$ cat config.mk
export PLATFORM = sky130hd
export DESIGN_NAME = exe_hazard_controller_flat
export DESIGN_NICKNAME = d
export VERILOG_FILES = /design/src/rtl/exe_hazard_if.sv /design/src/rtl/exe_hazard_controller.sv /design/src/flat_wrapper.sv
export SDC_FILE = /design/constraint.sdc
export NUM_CORES = 1
export LEC_CHECK = 0
export BUFFER_PORTS_ARGS = -buffer_cell sky130_fd_sc_hd__buf_2
export CORE_ASPECT_RATIO = 1.1
export CORE_UTILIZATION = 43
export DETAILED_ROUTE_END_ITERATION = 6
export GPL_TIMING_DRIVEN = 0
export HOLD_SLACK_MARGIN = 0.08
export PLACE_DENSITY = 0.75
export SYNTH_ARGS = -nofsm -noshare
export SYNTH_HDL_FRONTEND = slang
export SYNTH_SLANG_ARGS = --single-unit
$ cat constraint.sdc
create_clock -name clk -period 1.6 [get_ports clk]
set_input_delay 0.32 -clock clk [delete_from_list [all_inputs] [get_ports clk]]
set_output_delay 0.32 -clock clk [all_outputs]
set_load 0.1 [all_outputs]
$ cat src/rtl/exe_hazard_if.sv
// Handshake bundle between the ID/EX/MEM pipeline and the EXE hazard controller.
// The pipeline side uses the master modport; the controller uses the slave modport.
interface exe_hazard_if #(
    parameter int REG_BITS = 4,
    parameter int CNT_W    = 16
);
    logic                id_valid;
    logic [REG_BITS-1:0] id_rn;
    logic [REG_BITS-1:0] id_rm;
    logic                id_uses_rn;
    logic                id_uses_rm;
    logic [REG_BITS-1:0] id_rd;
    logic                id_writes_rd;
    logic                id_is_mem;
    logic                id_is_load;
    logic                ex_branch_taken;
    logic                mem_ready;
    logic [1:0]          fwd_a_sel;
    logic [1:0]          fwd_b_sel;
    logic                pc_en;
    logic                ifid_en;
    logic                ifid_flush;
    logic                idex_bubble;
    logic                pipe_freeze;
    logic [CNT_W-1:0]    stall_count;
    logic [CNT_W-1:0]    flush_count;

    modport master (
        output id_valid, id_rn, id_rm, id_uses_rn, id_uses_rm, id_rd, id_writes_rd,
               id_is_mem, id_is_load, ex_branch_taken, mem_ready,
        input  fwd_a_sel, fwd_b_sel, pc_en, ifid_en, ifid_flush, idex_bubble,
               pipe_freeze, stall_count, flush_count
    );

    modport slave (
        input  id_valid, id_rn, id_rm, id_uses_rn, id_uses_rm, id_rd, id_writes_rd,
               id_is_mem, id_is_load, ex_branch_taken, mem_ready,
        output fwd_a_sel, fwd_b_sel, pc_en, ifid_en, ifid_flush, idex_bubble,
               pipe_freeze, stall_count, flush_count
    );
endinterface

$ cat src/rtl/exe_hazard_controller.sv
// EXE-stage hazard sequencer: operand forwarding, load-use bubbles, branch flush, memory freeze.
// Optional PERF_CNT_EN adds saturating stall/flush counters; undefined ties them to zero.
//
// state    | meaning
// RUN      | pipe advancing; load-use stall and branch flush resolved combinationally
// MEM_WAIT | access in MEM not yet complete; whole pipe frozen until mem_ready
module exe_hazard_controller #(
    parameter int REG_BITS = 4,
    parameter int PC_REG   = 15,
    parameter int CNT_W    = 16
) (
    input  logic             clk,
    input  logic             rst_n,
    exe_hazard_if.slave      hz
);
    localparam logic [REG_BITS-1:0] PC_R = REG_BITS'(PC_REG);

    typedef enum logic {
        RUN      = 1'b0,
        MEM_WAIT = 1'b1
    } state_t;

    typedef struct packed {
        logic                valid;
        logic [REG_BITS-1:0] rd;
        logic                writes;
        logic                is_mem;
        logic                is_load;
    } ex_t;

    typedef struct packed {
        logic                valid;
        logic [REG_BITS-1:0] rd;
        logic                writes;
        logic                is_mem;
    } mem_t;

    // WB only needs what forwarding looks at
    typedef struct packed {
        logic                valid;
        logic [REG_BITS-1:0] rd;
        logic                writes;
    } wb_t;

    state_t state, state_nxt;
    ex_t    ex_sh, ex_nxt;
    mem_t   mem_sh;
    wb_t    wb_sh;

    logic mem_entry;
    logic load_use;
    logic freeze;
    logic branch;
    logic pc_en, ifid_en, ifid_flush, idex_bubble;
    logic stall_evt;
    logic [1:0] fwd_a, fwd_b;

    function automatic logic [1:0] fwd_sel(
        input logic [REG_BITS-1:0] src,
        input logic                uses,
        input ex_t                 ex,
        input mem_t                mem,
        input wb_t                 wb
    );
        fwd_sel = 2'b00;
        if (uses && src != PC_R) begin
            // a load in EX has no result yet; the load-use bubble handles it
            if (ex.valid && ex.writes && ex.rd == src && !ex.is_load)
                fwd_sel = 2'b01;
            else if (mem.valid && mem.writes && mem.rd == src)
                fwd_sel = 2'b10;
            else if (wb.valid && wb.writes && wb.rd == src)
                fwd_sel = 2'b11;
        end
    endfunction

    assign mem_entry = mem_sh.valid && mem_sh.is_mem && !hz.mem_ready;

    assign load_use = ex_sh.valid && ex_sh.is_load && ex_sh.writes && ex_sh.rd != PC_R &&
                      ((hz.id_uses_rn && hz.id_rn == ex_sh.rd) ||
                       (hz.id_uses_rm && hz.id_rm == ex_sh.rd));

    always_ff @(posedge clk or negedge rst_n) begin
        if (!rst_n) state <= RUN;
        else        state <= state_nxt;
    end

    always_comb begin
        state_nxt = state;
        case (state)
            RUN:      if (mem_entry)    state_nxt = MEM_WAIT;
            MEM_WAIT: if (hz.mem_ready) state_nxt = RUN;
            default:                    state_nxt = RUN;
        endcase
    end

    always_comb begin
        freeze      = (state == MEM_WAIT) ? !hz.mem_ready : mem_entry;
        branch      = !freeze && hz.ex_branch_taken;
        pc_en       = 1'b1;
        ifid_en     = 1'b1;
        ifid_flush  = 1'b0;
        idex_bubble = 1'b0;
        stall_evt   = 1'b0;
        if (freeze) begin
            pc_en   = 1'b0;
            ifid_en = 1'b0;
        end else if (branch) begin
            ifid_flush  = 1'b1;
            idex_bubble = 1'b1;
        end else if (load_use) begin
            pc_en       = 1'b0;
            ifid_en     = 1'b0;
            idex_bubble = 1'b1;
            stall_evt   = 1'b1;
        end
        fwd_a = fwd_sel(hz.id_rn, hz.id_uses_rn, ex_sh, mem_sh, wb_sh);
        fwd_b = fwd_sel(hz.id_rm, hz.id_uses_rm, ex_sh, mem_sh, wb_sh);
    end

    always_comb begin
        ex_nxt = '0;
        if (hz.id_valid && !idex_bubble) begin
            ex_nxt.valid   = 1'b1;
            ex_nxt.rd      = hz.id_rd;
            ex_nxt.writes  = hz.id_writes_rd;
            ex_nxt.is_mem  = hz.id_is_mem;
            ex_nxt.is_load = hz.id_is_load;
        end
    end

    always_ff @(posedge clk or negedge rst_n) begin
        if (!rst_n) begin
            ex_sh  <= '0;
            mem_sh <= '0;
            wb_sh  <= '0;
        end else if (!freeze) begin
            wb_sh  <= '{valid: mem_sh.valid, rd: mem_sh.rd, writes: mem_sh.writes};
            mem_sh <= '{valid: ex_sh.valid, rd: ex_sh.rd, writes: ex_sh.writes,
                        is_mem: ex_sh.is_mem};
            ex_sh  <= ex_nxt;
        end
    end

    assign hz.fwd_a_sel   = fwd_a;
    assign hz.fwd_b_sel   = fwd_b;
    assign hz.pc_en       = pc_en;
    assign hz.ifid_en     = ifid_en;
    assign hz.ifid_flush  = ifid_flush;
    assign hz.idex_bubble = idex_bubble;
    assign hz.pipe_freeze = freeze;

`ifdef PERF_CNT_EN
    logic [CNT_W-1:0] stall_cnt, flush_cnt;

    always_ff @(posedge clk or negedge rst_n) begin
        if (!rst_n) begin
            stall_cnt <= '0;
            flush_cnt <= '0;
        end else begin
            if (stall_evt && stall_cnt != {CNT_W{1'b1}}) stall_cnt <= stall_cnt + CNT_W'(1);
            if (ifid_flush && flush_cnt != {CNT_W{1'b1}}) flush_cnt <= flush_cnt + CNT_W'(1);
        end
    end

    assign hz.stall_count = stall_cnt;
    assign hz.flush_count = flush_cnt;
`else
    logic unused_evt;
    assign unused_evt     = stall_evt;
    assign hz.stall_count = {CNT_W{1'b0}};
    assign hz.flush_count = {CNT_W{1'b0}};
`endif
endmodule

$ cat src/flat_wrapper.sv
// flat-port wrapper written by rule: the top's interface ports become plain ports
module exe_hazard_controller_flat 
#(
    parameter int REG_BITS = 4,
    parameter int PC_REG   = 15,
    parameter int CNT_W    = 16
)
  (clk, rst_n, hz_id_valid, hz_id_rn, hz_id_rm, hz_id_uses_rn, hz_id_uses_rm, hz_id_rd, hz_id_writes_rd, hz_id_is_mem, hz_id_is_load, hz_ex_branch_taken, hz_mem_ready, hz_fwd_a_sel, hz_fwd_b_sel, hz_pc_en, hz_ifid_en, hz_ifid_flush, hz_idex_bubble, hz_pipe_freeze, hz_stall_count, hz_flush_count);
  exe_hazard_if #(.REG_BITS(REG_BITS), .CNT_W(CNT_W)) hz_i ();
  input  logic clk;
  input  logic rst_n;
  input wire logic [$bits(hz_i.id_valid)-1:0] hz_id_valid;
  input wire logic [$bits(hz_i.id_rn)-1:0] hz_id_rn;
  input wire logic [$bits(hz_i.id_rm)-1:0] hz_id_rm;
  input wire logic [$bits(hz_i.id_uses_rn)-1:0] hz_id_uses_rn;
  input wire logic [$bits(hz_i.id_uses_rm)-1:0] hz_id_uses_rm;
  input wire logic [$bits(hz_i.id_rd)-1:0] hz_id_rd;
  input wire logic [$bits(hz_i.id_writes_rd)-1:0] hz_id_writes_rd;
  input wire logic [$bits(hz_i.id_is_mem)-1:0] hz_id_is_mem;
  input wire logic [$bits(hz_i.id_is_load)-1:0] hz_id_is_load;
  input wire logic [$bits(hz_i.ex_branch_taken)-1:0] hz_ex_branch_taken;
  input wire logic [$bits(hz_i.mem_ready)-1:0] hz_mem_ready;
  output wire logic [$bits(hz_i.fwd_a_sel)-1:0] hz_fwd_a_sel;
  output wire logic [$bits(hz_i.fwd_b_sel)-1:0] hz_fwd_b_sel;
  output wire logic [$bits(hz_i.pc_en)-1:0] hz_pc_en;
  output wire logic [$bits(hz_i.ifid_en)-1:0] hz_ifid_en;
  output wire logic [$bits(hz_i.ifid_flush)-1:0] hz_ifid_flush;
  output wire logic [$bits(hz_i.idex_bubble)-1:0] hz_idex_bubble;
  output wire logic [$bits(hz_i.pipe_freeze)-1:0] hz_pipe_freeze;
  output wire logic [$bits(hz_i.stall_count)-1:0] hz_stall_count;
  output wire logic [$bits(hz_i.flush_count)-1:0] hz_flush_count;
  assign hz_i.id_valid = hz_id_valid;
  assign hz_i.id_rn = hz_id_rn;
  assign hz_i.id_rm = hz_id_rm;
  assign hz_i.id_uses_rn = hz_id_uses_rn;
  assign hz_i.id_uses_rm = hz_id_uses_rm;
  assign hz_i.id_rd = hz_id_rd;
  assign hz_i.id_writes_rd = hz_id_writes_rd;
  assign hz_i.id_is_mem = hz_id_is_mem;
  assign hz_i.id_is_load = hz_id_is_load;
  assign hz_i.ex_branch_taken = hz_ex_branch_taken;
  assign hz_i.mem_ready = hz_mem_ready;
  assign hz_fwd_a_sel = hz_i.fwd_a_sel;
  assign hz_fwd_b_sel = hz_i.fwd_b_sel;
  assign hz_pc_en = hz_i.pc_en;
  assign hz_ifid_en = hz_i.ifid_en;
  assign hz_ifid_flush = hz_i.ifid_flush;
  assign hz_idex_bubble = hz_i.idex_bubble;
  assign hz_pipe_freeze = hz_i.pipe_freeze;
  assign hz_stall_count = hz_i.stall_count;
  assign hz_flush_count = hz_i.flush_count;
  exe_hazard_controller #(.REG_BITS(REG_BITS), .PC_REG(PC_REG), .CNT_W(CNT_W)) u_core (.clk(clk), .rst_n(rst_n), .hz(hz_i));
endmodule
==> flow_summary_export.csv, run 1 <==
group,metric,value,unit
synthesis,syn_area_per_cell,10.3,um^2
synthesis,yosys.area.top_type,"dfrtp_1",
status,status,"complete, but fails checks",
min_path,hold_class,"input port to register",
power_and_ir_drop,pwr-share-clk,0.191,
status,violations,"design-rule violations, negative setup slack",
drt,first_iter_violations,24,
synthesis,yosysUniqueCellTypes,24,
layout,diodes,0,
synthesis,synthTopCellsByArea,"dfrtp_1 37%, buf_4 17%, xor2_1 12%",
layout,drive_above_1_share,0.556,
grt,grt_pass1_wl,5310,um
floorplanning,die_height,63.5,um
drt,detail-route-antenna-nets,0,
synthesis,synthArstFlopShare,1.00,
sta,holdWs,0.208,ns
power_and_ir_drop,cellLeakagePower,0.00115,uW
placement,post-place-ws,-0.753,ns
cts,cts-buffers-inserted,3,
sta,clock.fmax,439,MHz
grt,grt_pass1_vias,1163,
power_and_ir_drop,power.share.sequential,0.387,
floorplanning,initial_utilization,0.469,
cts,clk_latency,0.31,ns
setup_path,worstPathRequired,1.28,ns
placement,portBuffers,30,
sta,finalHoldViolCount,0,
synthesis,ys.flop_type,"dfrtp_1",
power_and_ir_drop,power_density,713,nW/um^2
flow_run,cap_violations,0,
floorplanning,ios,63,
sta,finalCriticalPeriod,2.28,ns
placement,postPlaceCellArea,1920,um^2
sta,rsz0062_at_grt,"true",
cts,cts.htree.levels,1,
floorplanning,rows,21,
power_and_ir_drop,power_frac_comb,0.422,
synthesis,synth_edf_count,0,
layout,fin_nets,246,
cts,clkTransAtPathRegs,0.12,ns
sta,period_share,1.43,
floorplanning,die_width,57.9,um
layout,fin_area,2260,um^2
power_and_ir_drop,swShare,0.433,
synthesis,syn_area,1480,um^2
cts,cts_sinks,22,
synthesis,syn_inst,143,
sta,final-setup-viol-count,17,
layout,areaGrowthSynthToFinish,52.9,%
drt,drcViolationCount,8,
drt,vias_per_cell,4.81,
placement,place.gp.congestion,0.862,
synthesis,synth_top_cell_area_share,0.372,
power_and_ir_drop,internal_power,914,uW
power_and_ir_drop,vdd_drop_max,587,uV
cts,cts_buffer_depth,2,
floorplanning,core_area,3150,um^2
cts,cts_tree,"done",
layout,layout_commonest_cell,"buf_4",
grt,gr-total-overflow,0,
power_and_ir_drop,p_switching,699,uW
setup_path,endpoint_kind,"output pin",
setup_path,critPathMaxFanout,5,
grt,grtUsageTotal,0.189,
synthesis,ys_ff_latch,22,
layout,final_cell_mix,"44 x buf_4, 32 x conb_1, 22 x buf_2",
setup_path,path_class,"register to output pin",
sta,drv_slew,0,
floorplanning,floorplan.die_area,3680,um^2
synthesis,synth_warnings,0,
cts,cts-root-buf,"clkbuf_4",
sta,finalClockSkew,0.00170,ns
drt,avgRoutedWirePerCell,13.0,um
drt,wirelength,3340,um
synthesis,ys_seq_area_frac,0.372,
setup_path,arrival,1.96,ns
grt,grt_max_degree,23,
setup_path,crit_path_start_kind,"register",
drt,vias,1235,
placement,hpwl,2350,um
grt,antenna_found_initial,0,
drt,dr.pass1.iters,6,
sta,finalWorstSetupSlack,-0.680,ns
## layout make-up
type / count / area [um^2]
multi-input cells: 115 / 912
repair buffers: 46 / 419
well taps: 34 / 42.5
inverters: 1 / 3.75
flip-flops and latches: 22 / 557
fillers: 233 / 892
clock buffers: 4 / 36.3
plain buffers: 35 / 290
## metrics by stage
stage               setup TNS (ns)  total power, uW  std cells  utilization
detailed placement           -5.38             1250        238        0.608
floorplan                    -3.44             1170        174            -
CTS                          -6.43             1600        255        0.704
global route                 -8.54             1670        257        0.717
finish                       -7.47             1610        257        0.717
global placement             -4.82             1250        238        0.608
## sequential cells by signal, summed over array words and instances, names as in the netlist
signal	count
u_core.ex_sh	8
u_core.mem_sh	7
u_core.state	1
u_core.wb_sh	6
## final timing paths
path | start | end | slack, ns | cells past startpoint
min reg2reg | u_core.wb_sh[0]$_DFFE_PN0N_ | u_core.wb_sh[0]$_DFFE_PN0N_ | 0.52 | 1
min | hz_id_rd[2] | u_core.ex_sh[5]$_DFFE_PN0N_ | 0.21 | 2
min in group asynchronous | rst_n | u_core.wb_sh[2]$_DFFE_PN0N_ | 0.48 | 2
max reg2reg | u_core.ex_sh[4]$_DFFE_PN0N_ | u_core.ex_sh[4]$_DFFE_PN0N_ | -0.36 | 9
max | u_core.ex_sh[5]$_DFFE_PN0N_ | hz_fwd_a_sel[0] | -0.68 | 6
max in group asynchronous | rst_n | u_core.ex_sh[6]$_DFFE_PN0N_ | 0.77 | 2
## kinds of logic after synthesis
| family | count (synthesis) | share of synthesized area |
|---|---|---|
| AO/OA/AOI/OAI | 17 | 0.0964 |
| AND/OR/NAND/NOR | 29 | 0.108 |
| XOR/XNOR | 24 | 0.142 |
| other | 1 | 0.00254 |
| flip-flops | 22 | 0.372 |
| buffers and inverters | 37 | 0.179 |
| multiplexers | 13 | 0.0990 |
## worst max-delay path, cell delays in order (launching register included)
cell and delay (ns):
dfrtp_2 0.47, xor2_1 0.16, nor4_2 0.33, nor3b_2 0.28, a41oi_2 0.08, nor2_4 0.14
buf_12 0.18
## synth_stat cells, types with 3 or more instances
library cell   n
nand4_1        5
buf_4         33
nand3_1        3
xor2_1        20
nand2_1        4
mux2_2        13
a41oi_1        4
dfrtp_1       22
a22o_1         6
xnor2_1        4
nor2_1        10
## layer usage
layer / global-route usage / routed length, um
met5: 0 / 0
met3: 0.0205 / 261
met2: 0.339 / 1660
met1: 0.235 / 1380
met4: 0.0536 / 38
## repair_timing
| item | CTS | global route |
|---|---|---|
| pin swaps | 12 | 4 |
| setup buffers | 13 | 2 |
| setup endpoints to repair | 25 | 17 |
| hold buffers | 1 | 0 |
| resized for setup | 46 | 4 |
| hold endpoints to repair | 22 | 0 |
## power by group through the flow
stage          Clock (uW)  Combinational [uW]  Sequential [uW]
2_1_floorplan           0                 547              623
3_5_place_dp            0                 619              634
4_1_cts               312                 667              622
3_3_place_gp            0                 613              633
5_1_grt               339                 708              628
6_report              309                 680              623
(Power assumes the default switching activity.)
==> run 2: changes to the inputs <==
ABC_AREA = 1   (was not set)
CORE_UTILIZATION = 44   (was 43)
==> flow_summary_export.csv, run 2 <==
group,metric,value,unit
sta,rsz0062_at_grt,"true",
grt,grt_max_degree,23,
setup_path,reg2regPathDepth,10,
sta,drv_slew,0,
sta,clock.fmax,492,MHz
cts,clkTransAtPathRegs,0.12,ns
status,violations,"negative setup slack",
layout,largest_reg_flops,8,
layout,layout.area.seq,554,um^2
synthesis,yosys.area.top_type,"dfrtp_1",
synthesis,synth_xor_area_frac,0.0271,
placement,post-place-ws,-0.419,ns
grt,grt_pass1_vias,1432,
floorplanning,die_width,59.8,um
placement,portBuffers,30,
layout,areaGrowthSynthToFinish,51.0,%
setup_path,critical_path.startpoint,"u_core.wb_sh[3]$_DFFE_PN0N_",
drt,drcViolationCount,0,
layout,layout_commonest_cell,"nand2_1",
floorplanning,initial_utilization,0.474,
cts,cts_sinks,22,
cts,cts-buffers-inserted,3,
cts,cts_tree,"done",
setup_path,path_cells,"xnor2_1 > nand3_2 > nor3_4 > nand2_2 > a21boi_4 > buf_12",
placement,place.gp.congestion,0.849,
setup_path,crit_path_start_kind,"register",
synthesis,synth_adder_area_share,0,
layout,fin_nets,338,
synthesis,syn_inst,232,
min_path,hold_class,"input port to register",
drt,vias,1638,
setup_path,endpoint_kind,"output pin",
setup_path,endpoint,"hz_fwd_b_sel[0]",
floorplanning,core_area,3410,um^2
synthesis,synth_warnings,0,
drt,first_iter_violations,46,
cts,clk_latency,0.31,ns
synthesis,synth_edf_count,0,
grt,grt_pass1_wl,6190,um
layout,fin_area,2440,um^2
synthesis,synth_top_family_by_area,"simple AND/OR/NAND/NOR gates",
layout,final_cell_mix,"74 x nand2_1, 48 x buf_4, 32 x conb_1",
synthesis,synth-simple-area-share,0.300,
drt,dr.pass1.iters,4,
drt,avgRoutedWirePerCell,10.5,um
layout,drive_above_1_share,0.422,
synthesis,synthArstFlopShare,1.00,
floorplanning,floorplan.die_area,3920,um^2
synthesis,synth.area.mux_share,0,
layout,layoutNonFillerInstCount,363,
sta,fin_setup_tns,-3.01,ns
setup_path,critPathMaxFanout,3,
placement,hpwl,2760,um
power_and_ir_drop,power_density,666,nW/um^2
sta,finalClockSkew,0.0102,ns
setup_path,worstPathRequired,1.28,ns
drt,detail-route-antenna-nets,0,
setup_path,r2r_slack,0.15,ns
synthesis,ys_top_cells_by_count,"82 x nand2_1, 33 x buf_4, 22 x dfrtp_1",
synthesis,yosysUniqueCellTypes,28,
setup_path,path_class,"register to output pin",
layout,reg_top3,"u_core.ex_sh x8, u_core.mem_sh x7, u_core.wb_sh x6",
sta,final-setup-viol-count,9,
setup_path,reg2reg_to,"u_core.ex_sh[3]$_DFFE_PN0N_",
grt,grtUsageTotal,0.207,
power_and_ir_drop,vdd_drop_max,681,uV
status,status,"complete, but fails checks",
synthesis,synthTopCellsByArea,"dfrtp_1 34%, nand2_1 19%, buf_4 15%",
synthesis,syn_area,1620,um^2
synthesis,yosysMostFrequentCell,"nand2_1",
synthesis,synth_compound_area_frac,0.102,
setup_path,cp_slowest_cell,"dfrtp_1",
placement,postPlaceCellArea,2040,um^2
drt,vias_per_cell,4.51,
cts,cts_buffer_depth,2,
placement,dp_cells,341,
sta,period_share,1.27,
floorplanning,die_height,65.6,um
layout,multi_input_area,973,um^2
power_and_ir_drop,totalPowerFinal,1630,uW
cts,cts.htree.levels,1,
floorplanning,ios,63,
setup_path,max_stage_delay,0.43,ns
setup_path,arrival,1.71,ns
synthesis,syn_area_per_cell,6.97,um^2
sta,finalHoldViolCount,0,
synthesis,ys_ff_latch,22,
setup_path,r2r_start,"u_core.ex_sh[4]$_DFFE_PN0N_",
synthesis,ys_seq_area_frac,0.340,
grt,antenna_found_initial,0,
cts,cts-root-buf,"clkbuf_4",
flow_run,cap_violations,0,
synthesis,ys.flop_type,"dfrtp_1",
power_and_ir_drop,cellLeakagePower,0.00130,uW
layout,diodes,0,
synthesis,synth_top_cell_area_share,0.340,
sta,finalWorstSetupSlack,-0.434,ns
grt,gr-total-overflow,0,
layout,n_fill_cell,307,
drt,wirelength,3830,um
layout,top_register,"u_core.ex_sh",
sta,finalCriticalPeriod,2.03,ns
floorplanning,rows,22,
[run 2: cell types whose count changed in the layout (fill, tap and decap cells not counted), sizes merged, moves of 7 or more]
cell   previous run  this run
a22o              7         0
xor2             20         2
o21ai             0         9
mux2             13         0
nand2             4        84
inv               1        25
[run 2: worst max-delay path, delay by kind of cell, from the launching register on]
family	cells	cell delay [ns]
AND/OR/NAND/NOR	3	0.45
AO/OA/AOI/OAI	1	0.16
flip-flops	1	0.43
XOR/XNOR	1	0.18
buffers and inverters	1	0.19
[run 2: layout make-up]
class | count | area share
Sequential cell | 22 | 0.227
Timing Repair Buffer | 48 | 0.175
Multi-Input combinational cell | 177 | 0.399
Tap cell | 48 | 0.0246
Inverter | 27 | 0.0415
Buffer | 37 | 0.119
Clock buffer | 4 | 0.0149
[run 2: how the worst min path moves through the flow]
stage	cells past startpoint	slack, ns	end	start
final	3	0.25	u_core.ex_sh[6]$_DFFE_PN0N_	hz_id_rd[3]
after global routing	3	0.23	u_core.ex_sh[5]$_DFFE_PN0N_	hz_id_rd[2]
after CTS	3	0.24	u_core.ex_sh[6]$_DFFE_PN0N_	hz_id_rd[3]
after detailed placement	1	0.31	u_core.ex_sh[0]$_DFFE_PN0N_	rst_n
after global placement	1	0.30	u_core.ex_sh[0]$_DFFE_PN0N_	rst_n
after floorplan	0	0.02	u_core.ex_sh[0]$_DFFE_PN0N_	rst_n
[run 2: cells by family after synthesis]
logic type                count (synthesis)
DFF                                      22
buffers and inverters                    64
and+or+nand+nor                         113
xor gates and xnor gates                  5
other                                     1
AOI/OAI and AO/OA                        27
[run 2: where the power goes]
part	internal [uW]	leakage, uW	switching, uW	total (uW)
Clock	139	0.0000210	160	299
Combinational	186	0.000991	524	710
Sequential	586	0.000290	32.1	618
[run 2: layer usage]
metal | track usage | part of all wire
met1 | 0.255 | 0.42
met2 | 0.365 | 0.52
met3 | 0.0472 | 0.055
met4 | 0.0349 | 0.0084
met5 | 0 | 0
[run 2: what timing repair did]
action,in CTS,in global routing
endpoints found under the setup margin,9,9
hold buffers,1,0
setup buffers,10,7
hold endpoints to repair,22,0
pin swaps,12,15
resized for setup,41,21
[run 2: metrics by stage]
stage	util	hold slack [ns]
final	0.716	0.248
after global placement	0.599	0.302
after CTS	0.679	0.239
after detailed placement	0.599	0.310
after global routing	0.716	0.231
after floorplan	-	0.0244
